**config.mk**
```make
export PLATFORM = sky130hd
export DESIGN_NAME = ik_result_port
export DESIGN_NICKNAME = d
export VERILOG_FILES = /design/src/rtl/ik_pkg.sv /design/src/rtl/ik_result_fifo.sv /design/src/rtl/ik_result_port.sv
export SDC_FILE = /design/constraint.sdc
export NUM_CORES = 1
export LEC_CHECK = 0
export CORE_ASPECT_RATIO = 1.2
export CORE_MARGIN = 4
export CORE_UTILIZATION = 40
export DETAILED_ROUTE_END_ITERATION = 16
export PLACE_DENSITY = 0.68
export SYNTH_ARGS = -nofsm -noshare
export SYNTH_HDL_FRONTEND = slang
export SYNTH_SLANG_ARGS = --single-unit
```
**constraint.sdc**
```tcl
create_clock -name clk -period 4.8 [get_ports clk]
set_input_delay 0.72 -clock clk [delete_from_list [all_inputs] [get_ports clk]]
set_output_delay 0.72 -clock clk [all_outputs]
set_load 0.005 [all_outputs]
```
**src/rtl/ik_pkg.sv**
```systemverilog
`default_nettype none
// +--------------------------------------------------------------------------+
// | ik_pkg : shared IK peripheral types, register addresses, bit positions   |
// | Rev 1.0                                                                   |
// +--------------------------------------------------------------------------+
package ik_pkg;

  localparam int IK_DATA_W = 32;
  typedef logic [IK_DATA_W-1:0] angle_t;

  localparam int          IK_ADDR_W       = 5;
  localparam logic [4:0]  IK_ADDR_STATUS  = 5'h00;
  localparam logic [4:0]  IK_ADDR_ANGLE0  = 5'h01;
  localparam logic [4:0]  IK_ADDR_CONTROL = 5'h08;

  localparam int IK_CTRL_POP       = 0;
  localparam int IK_CTRL_CLR_STALL = 1;
  localparam int IK_CTRL_IRQ_EN    = 2;
  localparam int IK_CTRL_FLUSH     = 3;

  localparam int IK_STAT_EMPTY     = 0;
  localparam int IK_STAT_FULL      = 1;
  localparam int IK_STAT_STALL     = 2;
  localparam int IK_STAT_IRQ_EN    = 3;
  localparam int IK_STAT_COUNT_LSB = 8;

endpackage
`default_nettype wire

```
**src/rtl/ik_result_fifo.sv**
```systemverilog
`default_nettype none
// +--------------------------------------------------------------------------+
// | ik_result_fifo : synchronous FIFO with flush, count and head-data output |
// | Rev 1.0                                                                   |
// +--------------------------------------------------------------------------+
module ik_result_fifo #(
  parameter  int WIDTH = 96,
  parameter  int DEPTH = 4,
  localparam int PTR_W = $clog2(DEPTH),
  localparam int CNT_W = $clog2(DEPTH + 1)
) (
  input  logic             clk,
  input  logic             reset,
  input  logic             push,
  input  logic             pop,
  input  logic             flush,
  input  logic [WIDTH-1:0] wdata,
  output logic [WIDTH-1:0] rdata,
  output logic [CNT_W-1:0] count,
  output logic             full,
  output logic             empty
);
  import ik_pkg::*;

  logic [PTR_W-1:0] wr_ptr_q, wr_ptr_d;
  logic [PTR_W-1:0] rd_ptr_q, rd_ptr_d;
  logic [CNT_W-1:0] count_q, count_d;
  logic [WIDTH-1:0] mem_q [DEPTH];
  logic             do_push;
  logic             do_pop;

  // Push is refused while full even if a pop lands the same edge; flush beats both.
  always_comb begin
    full     = (count_q == CNT_W'(DEPTH));
    empty    = (count_q == '0);
    do_push  = push && !full && !flush;
    do_pop   = pop && !empty && !flush;
    wr_ptr_d = wr_ptr_q;
    rd_ptr_d = rd_ptr_q;
    count_d  = count_q;
    if (flush) begin
      wr_ptr_d = '0;
      rd_ptr_d = '0;
      count_d  = '0;
    end else begin
      if (do_push) wr_ptr_d = wr_ptr_q + PTR_W'(1);
      if (do_pop)  rd_ptr_d = rd_ptr_q + PTR_W'(1);
      if (do_push && !do_pop)      count_d = count_q + CNT_W'(1);
      else if (!do_push && do_pop) count_d = count_q - CNT_W'(1);
    end
  end

  always_ff @(posedge clk or posedge reset) begin
    if (reset) begin
      wr_ptr_q <= '0;
      rd_ptr_q <= '0;
      count_q  <= '0;
    end else begin
      wr_ptr_q <= wr_ptr_d;
      rd_ptr_q <= rd_ptr_d;
      count_q  <= count_d;
    end
  end

  // Storage needs no reset: the head is only observed while the FIFO is non-empty.
  always_ff @(posedge clk) begin
    if (do_push) mem_q[wr_ptr_q] <= wdata;
  end

  assign rdata = mem_q[rd_ptr_q];
  assign count = count_q;

endmodule
`default_nettype wire

```
**src/rtl/ik_result_port.sv**
```systemverilog
`default_nettype none
// +--------------------------------------------------------------------------+
// | ik_result_port : Avalon-MM read side for buffered IK joint-angle results |
// | Rev 1.0                                                                   |
// +--------------------------------------------------------------------------+
module ik_result_port
  import ik_pkg::*;
#(
  parameter int DATA_W     = 32,
  parameter int NUM_JOINTS = 3,
  parameter int DEPTH      = 4
) (
  input  logic                         clk,
  input  logic                         reset,
  input  logic                         res_valid,
  output logic                         res_ready,
  input  logic [NUM_JOINTS*DATA_W-1:0] res_angle,
  input  logic                         chipselect,
  input  logic                         read,
  input  logic                         write,
  input  logic [4:0]                   address,
  input  logic [DATA_W-1:0]            writedata,
  output logic [DATA_W-1:0]            readdata,
  output logic                         irq
);

  localparam int SET_W = NUM_JOINTS * DATA_W;
  localparam int CNT_W = $clog2(DEPTH + 1);

  logic              ctrl_wr;
  logic              rd_en;
  logic              fifo_pop;
  logic              fifo_flush;
  logic              fifo_full;
  logic              fifo_empty;
  logic [SET_W-1:0]  head;
  logic [CNT_W-1:0]  count;
  logic [DATA_W-1:0] status;
  logic              stall_q, stall_d;
  logic              irq_en_q, irq_en_d;
  logic [DATA_W-1:0] readdata_q, readdata_d;
  logic              wdata_unused;

  assign ctrl_wr      = chipselect && write && (address == IK_ADDR_CONTROL);
  assign rd_en        = chipselect && read;
  assign fifo_pop     = ctrl_wr && writedata[IK_CTRL_POP];
  assign fifo_flush   = ctrl_wr && writedata[IK_CTRL_FLUSH];
  assign res_ready    = !fifo_full;
  assign wdata_unused = ^writedata[DATA_W-1:4];

  ik_result_fifo #(
    .WIDTH (SET_W),
    .DEPTH (DEPTH)
  ) u_fifo (
    .clk   (clk),
    .reset (reset),
    .push  (res_valid),
    .pop   (fifo_pop),
    .flush (fifo_flush),
    .wdata (res_angle),
    .rdata (head),
    .count (count),
    .full  (fifo_full),
    .empty (fifo_empty)
  );

  always_comb begin
    status                                 = '0;
    status[IK_STAT_EMPTY]                  = fifo_empty;
    status[IK_STAT_FULL]                   = fifo_full;
    status[IK_STAT_STALL]                  = stall_q;
    status[IK_STAT_IRQ_EN]                 = irq_en_q;
    status[IK_STAT_COUNT_LSB +: CNT_W]     = count;

    // A refused offer in the same edge as a clear keeps the stall visible.
    stall_d = stall_q;
    if (ctrl_wr && writedata[IK_CTRL_CLR_STALL]) stall_d = 1'b0;
    if (res_valid && fifo_full)                  stall_d = 1'b1;

    irq_en_d = irq_en_q;
    if (ctrl_wr) irq_en_d = writedata[IK_CTRL_IRQ_EN];

    readdata_d = readdata_q;
    if (rd_en) begin
      readdata_d = '0;
      if (address == IK_ADDR_STATUS) readdata_d = status;
      for (int j = 0; j < NUM_JOINTS; j++) begin
        if ((address == IK_ADDR_ANGLE0 + 5'(j)) && !fifo_empty)
          readdata_d = head[j*DATA_W +: DATA_W];
      end
    end
  end

  always_ff @(posedge clk or posedge reset) begin
    if (reset) begin
      stall_q    <= 1'b0;
      irq_en_q   <= 1'b0;
      readdata_q <= '0;
    end else begin
      stall_q    <= stall_d;
      irq_en_q   <= irq_en_d;
      readdata_q <= readdata_d;
    end
  end

  assign readdata = readdata_q;
  assign irq      = irq_en_q && !fifo_empty;

endmodule
`default_nettype wire

```
* After elaboration in Yosys (flattened, before gate mapping)
Memory sizes are Yosys's and may differ from the RTL's. Index checks and enable logic that the tools add are counted. Widths: inputs -> output; s select.
Word-level totals: flip-flop bits (word level) 41, logic and storage cells 59, memories 1, bits in writable memories 384
Memory list:
- u_fifo.mem_q | depth 4, width 96, rd ports 1, clocked after memory_dff 0, wr ports 1, RTL line ik_result_fifo.sv:28 | logic [WIDTH-1:0] mem_q [DEPTH];
Cells by class: mux-type cells 15, eq/ne operators 5, add/sub/neg operators 4, reductions and logical operators 28
Operators with widths (number):
- $mux 32 | 3
- $logic_and 1x1->1 | 17
- $mux 11 | 1
- $eq 5x2->1 const B | 2
- $mux 3 | 3
- $mux 2 | 4
- $reduce_bool 2->1 | 3
- $eq 5x1->1 const B | 1
- $eq 5x4->1 const B | 1
- $logic_not 1->1 | 5
- $logic_not 5->1 | 1
- $add 2x1->2 const B | 2
- $mux 1 | 4
- $add 3x1->3 const B | 1
- $eq 3x3->1 const B | 1
- $logic_not 3->1 | 1
- $reduce_bool 3->1 | 1
- $sub 3x1->3 const B | 1

* Logic depth before layout (Yosys ltp)
Gate-level depths: netlist of run 1.
depth in word-level cells 10, mapped depth 10, mapped depth without buffers 8

* Cells and area by module
Synthesis of run 1 repeated with hierarchy kept, for this count alone.
Second synthesis, totals: cell total of the unflattened synthesis 786, area, all modules 16487.1 um^2
By module, submodules not included:
- ik_result_fifo | times used 1, cells an instance 564, area each 14407.6 um^2
- ik_result_port | times used 1, cells an instance 222, area each 2079.5 um^2

* Least setup slack after synthesis of run 1
Ideal clock, no wire load.
path kind input to register, start point in address[2], end point mem u_fifo.mem_q[0][0] (enable), stages on the path 5, buffers on the path 1, arrival 3.713 ns, path slack 0.621 ns, data required time 4.334 ns, cell sequence and4bb_2 -> and2_1 -> buf_2 -> a21oi_1 -> and2_1
On the way: cells in the longest elaborated chain, start to end 7
RTL lines:
- start: declaration | RTL line ik_result_port.sv:21 | input logic [4:0] address,
- $eq 5x4->1 | RTL line ik_result_port.sv:44 | assign ctrl_wr = chipselect && write && (address == IK_ADDR_CONTROL);
- $logic_and 1x1->1 | RTL line ik_result_port.sv:44
- $logic_and 1x1->1 | RTL line ik_result_port.sv:47 | assign fifo_flush = ctrl_wr && writedata[IK_CTRL_FLUSH];
- $logic_not 1->1 | RTL line ik_result_fifo.sv:36 | do_push = push && !full && !flush;
- $logic_and 1x1->1 | RTL line ik_result_fifo.sv:36
- $mux 1 | RTL line ik_result_fifo.sv:67 | if (do_push) mem_q[wr_ptr_q] <= wdata;
- $mux 1 (not written as such) | RTL line ik_result_fifo.sv:67
- end: declaration | RTL line ik_result_fifo.sv:28
Every way passes these cells.

* Final worst setup path of run 1
start point in address[0], end point reg u_fifo.count_q[2], in the netlist u_fifo.count[2]
On the way: cells in the longest elaborated chain, start to end 9, elaborated cells between the ends (all ways) 15
RTL lines:
- $eq 5x4->1 * | RTL line ik_result_port.sv:44
- $logic_and 1x1->1 * | RTL line ik_result_port.sv:44
- $logic_and 1x1->1, on equally long branches | RTL line ik_result_port.sv:46, ik_result_port.sv:47
- $logic_and 1x1->1 or $logic_not 1->1 (tied branches) | RTL line ik_result_fifo.sv:37, ik_result_fifo.sv:36
- $logic_and 1x1->1 | RTL line ik_result_fifo.sv:37 | do_pop = pop && !empty && !flush;
- $logic_not 1->1 | RTL line ik_result_fifo.sv:48 | if (do_push && !do_pop) count_d = count_q + CNT_W'(1);
- $logic_and 1x1->1 | RTL line ik_result_fifo.sv:48
- $mux 3 | RTL line ik_result_fifo.sv:48
- $mux 3 | RTL line ik_result_fifo.sv:41 | if (flush) begin
- end signal: assignment | RTL line ik_result_fifo.sv:61 | count_q <= count_d;
- end: declaration | RTL line ik_result_fifo.sv:27 | logic [CNT_W-1:0] count_q, count_d;
Mark *: on every way between the ends. The rest lies on a longest branch, timed or not. A chain may end at the register's enable or synchronous reset.

==> reports/qor.yml, run 1 <==
placement:
  numPortBuffers: 144
  pre_cts_ws_ps: 1211
  place_area_um2: 18430
  place.gp.congestion: 0.7872
  post-dp-hpwl_mm: 19.48
logic_synthesis:
  muxShareOfSynthArea: 0.1501
  netlist_instances: 776
  synthArstFlopShare: 0.09647
  synth_fa_ha_area_frac: 0.004275
  seq_area_frac_synth: 0.7662
  synth_top_family_by_area: "multiplexers"
  synth-seq-cells: 425
  syn_area_per_cell_um2: 21.12
  synthXorXnorAreaFrac: 0.001603
  syn_area_um2: 16390
  synthSimpleGateAreaFrac: 0.02244
  synth_edf_count: 384
  synth_nets: 920
  synth_compound_area_frac: 0.03245
  synth_warnings: 0
  synth_ff_type: "edfxtp_1"
  ys_types: 51
route:
  maxUsedRoutingLayer: "met4"
  drc: 0
  drtAntennaViolNets: 0
  drt_iter0_markers: 447
  wl_met1_mm: 14.23
  finalWirelength_mm: 33.76
  drt-pass1-iter-count: 4
  wire_per_inst_um: 22.48
  met2_length_mm: 17.22
  route.vias.total: 7926
  wl_met3_mm: 1.674
  viasPerCell: 5.277
clock_tree:
  cts_tree: "yes"
  path_clk_slew_ps: 60
  clk_latency_ps: 540
  cts_setup_buffers: 0
  numCtsBuffers: 42
  cts_hold_buffers: 0
  cts_sinks: 425
  ctsResizeCount: 0
  clockBufferDepth: 3
  cts_root_buf: "clkbuf_16"
  cts-htree-levels: 2
critical_path:
  crit_path_start_kind: "input port"
  cp.arrival_ps: 3540
  critPathCaptureType: "register"
  path_class: "in -> reg"
  reg2regPathDepth: 7
  crit_required_ps: 5260
  crit-reg2reg-launch: "u_fifo.count[2]"
  reg2reg_slack_ps: 2210
  r2r-end: "u_fifo.count[2]"
  worst-path-max-fanout: 10
cells_and_area:
  nets: 1080
  layout-drive-gt1-share: 0.1899
  fin_area_um2: 19770
  layout_common_cells: "edfxtp_1 (384), clkdlybuf4s50_1 (143), mux4_2 (94), clkbuf_16 (45), dfrtp_1 (39)"
  syn2layout_area_growth_pct: 20.63
  fin_util: 0.4926
  fillCellCount: 3226
  diodes: 0
  final_common_cell: "edfxtp_1"
sta:
  fin_skew_ps: 11.69
  min_period_ps: 3082
  setup_ws_ps: 1718
  timing.fmax_ghz: 0.3244
  tns_ps: 0
  holdWs_ps: 486.8
  slew_headroom: 0.3097
  slew_viol_final: 0
  post-route-period-util: 0.6421
  tightest_slew_ps: 1032
  setup_violations: 0
  hold_violations: 0
  rsz0062_at_grt: "false"
floorplanning:
  start_util: 0.4083
  io_pins: 173
  dieArea_um2: 44290
  die_h_um: 229.7
  die_width_um: 192.8
  rows: 80
  coreArea_um2: 40140
power:
  ir_drop_v: 0.0002932
  p_per_area_nw_per_um2: 476.8
  leakagePower_nw: 6.629
grt:
  grt_use_total: 0.1541
  grt_pass1_vias: 8682
  grt_overflow: 0
  grt_max_degree: 97
  antenna_found_initial: 0
  grt_pass1_wl_mm: 51.89
run_status:
  outcome: "complete, no violations"
worst_hold_path:
  min_path_cells: 2
  min_path_type: "reg -> reg"
  worst_hold_startpoint: "readdata[26]"
  min_to: "readdata[26]"
run:
  cap_violations: 0
==> registers in the layout, summed over array words and instances, names as in the netlist <==
register	flops
u_fifo.wr_ptr_q	2
u_fifo.mem_q	384
stall_q	1
u_fifo.count	3
irq_en_q	1
u_fifo.rd_ptr_q	2
readdata	32
==> critical path, cell delays in order <==
cell and delay, ps:
clkdlybuf4s50_1 510, nor3b_2 290, and2_1 400, o21ai_0 190
and2_1 210, fa_1 410, or2b_1 240, mux4_2 450
a21oi_1 120
==> per-stage QoR <==
step,total power [mW],instances
6_report,9.426,1502
5_1_grt,9.863,1502
4_1_cts,9.566,1502
3_5_place_dp,6.410,1425
3_3_place_gp,6.348,1425
2_1_floorplan,5.875,776
==> area by class of cell <==
class	count	area, um2	share of cell area
flip-flops and latches	425	12560	0.6355
multi-input cells	277	3468	0.1754
repair buffers	156	1604	0.08113
clock buffers	62	1240	0.06272
well taps	533	666.9	0.03373
inverters	34	127.6	0.006455
clock inverters	15	98.84	0.005000
==> report_power, final <==
part | total [mW] | internal, mW | switching [mW]
Combinational | 1.28 | 0.563 | 0.715
Clock | 3.14 | 1.84 | 1.30
Sequential | 5.01 | 4.79 | 0.216
==> cells by family (layout without fill, tap and decap cells) <==
logic type,after synthesis,in the layout
fa+ha+maj,5,5
simple gates,68,68
mux,128,128
buf+inv,74,267
compound gates,73,73
flops,425,425
xor+xnor,3,3
==> layer usage <==
layer,track usage,up-vias
met5,0,-
met4,0.03767,0
li1,-,3504
met2,0.2613,196
met3,0.02822,48
met1,0.2073,4178
==> worst max path at each step <==
stage                           from                  to
after floorplan           address[2]  u_fifo.mem_q[0][0]
after global placement    address[0]     u_fifo.count[2]
after detailed placement  address[0]     u_fifo.count[2]
after CTS                 address[0]     u_fifo.count[2]
after global routing      address[0]     u_fifo.count[2]
final                     address[0]     u_fifo.count[2]
==> Yosys cell counts (4+ instances only) <==
cell type | instances | area (um2)
nand2_1 | 34 | 127.6
o221ai_1 | 25 | 219.0
inv_1 | 33 | 123.9
a22oi_1 | 6 | 45.04
mux4_2 | 94 | 2117
mux2i_1 | 32 | 320.3
clkbuf_1 | 10 | 37.54
nor2_1 | 6 | 22.52
buf_6 | 5 | 56.30
o21ai_0 | 6 | 30.03
a21oi_1 | 16 | 80.08
buf_4 | 12 | 90.09
buf_2 | 13 | 65.06
dfrtp_1 | 41 | 1026
ha_1 | 4 | 50.05
edfxtp_1 | 384 | 11530
o22ai_1 | 5 | 31.28
and2_1 | 9 | 56.30
Note: power is estimated with default switching activity, not from simulation.
==> run 2: changes to the inputs <==
--- a/config.mk
+++ b/config.mk
@@ -9,7 +9,7 @@
 export CORE_MARGIN = 4
 export CORE_UTILIZATION = 40
 export DETAILED_ROUTE_END_ITERATION = 16
-export PLACE_DENSITY = 0.68
+export PLACE_DENSITY = 0.7
 export SYNTH_ARGS = -nofsm -noshare
 export SYNTH_HDL_FRONTEND = slang
 export SYNTH_SLANG_ARGS = --single-unit
==> constraint.sdc (replaced) <==
create_clock -name clk -period 2.7 [get_ports clk]
set_input_delay 0.405 -clock clk [delete_from_list [all_inputs] [get_ports clk]]
set_output_delay 0.405 -clock clk [all_outputs]
set_load 0.005 [all_outputs]
==> run 2 against run 1 <==
Sequential power grew 76%. Non-clock buffer count grew 37. Die area is the same. Clock power grew 85%. Utilization grew 1.2 points. Wire length grew 3.2%. Clock-buffer cell count grew 1. Register-to-register slack lost 1900 ps. Largest power group unchanged. Highest routed layer is now met5.
==> reports/qor.yml, run 2 (synthesis gave the netlist of run 1 again) <==
cells_and_area:
  largest_reg_flops: 384  # unchanged
  final_common_cell: "edfxtp_1"
  syn2layout_area_growth_pct: 23.50
  final_cells: 1541  # +2.6%
  nets: 1117  # +3.4%
  fillCellCount: 3144  # -2.5%
  layout_common_cells: "edfxtp_1 (384), clkdlybuf4s50_1 (143), mux4_2 (94), clkbuf_16 (43), dfrtp_1 (39)"
  max_flop_register: "u_fifo.mem_q"
  layout-drive-gt1-share: 0.2266  # +0.03675
  fin_util: 0.5043  # +0.01172
grt:
  grt_max_degree: 62  # -36%
  grt_overflow: 0  # unchanged
  grt_pass1_wl_mm: 53.26  # +2.6%
  grt_use_total: 0.1588  # +0.004704
  grt_pass1_vias: 8843  # +1.9%
  antenna_found_initial: 3  # +3
critical_path:
  startpoint: "u_fifo.count[0]"
  path_class: "reg -> out"
  critPathCaptureType: "primary output"
  path_delay_family: "simple AND/OR/NAND/NOR gates"
  r2r-end: "u_fifo.count[2]"
  reg2reg_slack_ps: 340  # -1870 ps
  critPathBufInv: 2  # +1
  crit-reg2reg-launch: "u_fifo.count[2]"
  cp.arrival_ps: 2220  # -1320 ps
  crit_required_ps: 2300  # -2960 ps
  crit_path_start_kind: "register"
  reg2regPathDepth: 7  # unchanged
  crit_slowest_cell: "or3_2"
  cp.depth: 4  # -5
  endpoint: "irq"
  max_stage_delay_ps: 480  # -30 ps
  worst-path-max-fanout: 6  # -4
  path_cells: "buf_4 -> or3_2 -> and2_1 -> clkdlybuf4s50_1"
sta:
  slew_viol_final: 0  # unchanged
  rsz0062_at_grt: "false"
  post-route-period-util: 0.9728
  setup_violations: 0  # unchanged
  slew_headroom: 0.6471  # +0.3374
  tightest_slew_ps: 529.3  # -502.5 ps
  timing.fmax_ghz: 0.3807
  hold_violations: 0  # unchanged
  min_period_ps: 2627
  fin_skew_ps: 16.85  # +5.159 ps
clock_tree:
  cts_setup_buffers: 0  # unchanged
  cts_sinks: 425  # unchanged
  clockBufferDepth: 3  # unchanged
  clk_latency_ps: 540  # about the same
  numCtsBuffers: 42  # unchanged
  cts_hold_buffers: 0  # unchanged
  path_clk_slew_ps: 60  # about the same
  cts_tree: "yes"
  cts-htree-levels: 2  # unchanged
  cts_root_buf: "clkbuf_16"
  ctsResizeCount: 0  # unchanged
placement:
  post-dp-hpwl_mm: 21.84  # +12%
  dp_cells: 1462  # +2.6%
  numPortBuffers: 144  # unchanged
  place.gp.congestion: 0.8525  # +8.3%
floorplanning:
  start_util: 0.4083  # unchanged
  coreArea_um2: 40140  # unchanged
  io_pins: 173  # unchanged
  die_h_um: 229.7  # unchanged
  die_width_um: 192.8  # unchanged
  dieArea_um2: 44290  # unchanged
  rows: 80  # unchanged
route:
  maxUsedRoutingLayer: "met5"
  wl_met3_mm: 1.648  # -1.6%
  finalWirelength_mm: 34.85  # +3.2%
  met2_length_mm: 18.12  # +5.2%
  drc: 0  # unchanged
  wl_met1_mm: 14.37  # +1.0%
  drtAntennaViolNets: 0  # unchanged
  route.vias.total: 8069  # +1.8%
  viasPerCell: 5.236  # -0.77%
  drt_iter0_markers: 523  # +17%
  drt-pass1-iter-count: 5  # +1
  wire_per_inst_um: 22.61  # +0.61%
run:
  cap_violations: 0  # unchanged
worst_hold_path:
  min_path_type: "in -> async"
power:
  p_per_area_nw_per_um2: 851.0  # +78%
  ir_drop_v: 0.0005028  # +71%
  leakagePower_nw: 6.888  # +3.9%
  power_mw: 17.22  # +83%
run_status:
  outcome: "complete, no violations"
run 2: changes by cell type in the layout (fill, tap and decap cells not counted), moves of 2 or more:
cell	change
buf_12	+11
buf_4	+26
bufinv_16	+2
clkbuf_16	-2
clkbuf_8	+3
clkinv_1	-7
clkinv_2	+2
diode_2	+2
inv_6	+2
run 2: final cells by class:
class,count,area [um2],area share
sequential,425,12560,0.6208
multi-input combinational,277,3468,0.1714
timing repair buffer,193,2019,0.09977
clock buffer,63,1231,0.06083
tap,533,666.9,0.03295
clock inverter,14,157.7,0.007789
inverter,34,127.6,0.006305
antenna,2,5.005,0.0002473
run 2: through the flow:
| stage | hold slack (ps) | area (um2) | setup TNS [ps] | setup slack, ps |
|---|---|---|---|---|
| after global placement | 476.8 | 18850 | -211.1 | -114.2 |
| final | 109.0 | 20240 | 0 | 73.35 |
| after CTS | 91.68 | 20240 | 0 | 50.19 |
| after global routing | 90.57 | 20240 | 0 | 22.03 |
| after detailed placement | 480.7 | 18850 | -278.2 | -154.0 |
| after floorplan | 467.1 | 16390 | -38780 | -101.0 |
run 2: power by group:
part / internal [mW] / switching [mW]
registers: 8.50 / 0.318
clock network: 3.45 / 2.34
logic: 1.20 / 1.40
total: 13.2 / 4.07
run 2: worst min-delay path by stage:
stage / end / slack (ps) / cells after the start
after global routing: readdata[18] / 90 / 2
final: readdata[18] / 110 / 2
after CTS: readdata[18] / 90 / 2
after global placement: readdata[0] / 480 / 2
after detailed placement: readdata[16] / 480 / 2
after floorplan: stall_q / 470 / 1
run 2: layer usage:
| layer | vias up | track usage |
|---|---|---|
| li1 | 3591 | - |
| met1 | 4209 | 0.2084 |
| met2 | 220 | 0.2732 |
| met3 | 47 | 0.02897 |
| met4 | 2 | 0.04213 |
| met5 | - | 0 |
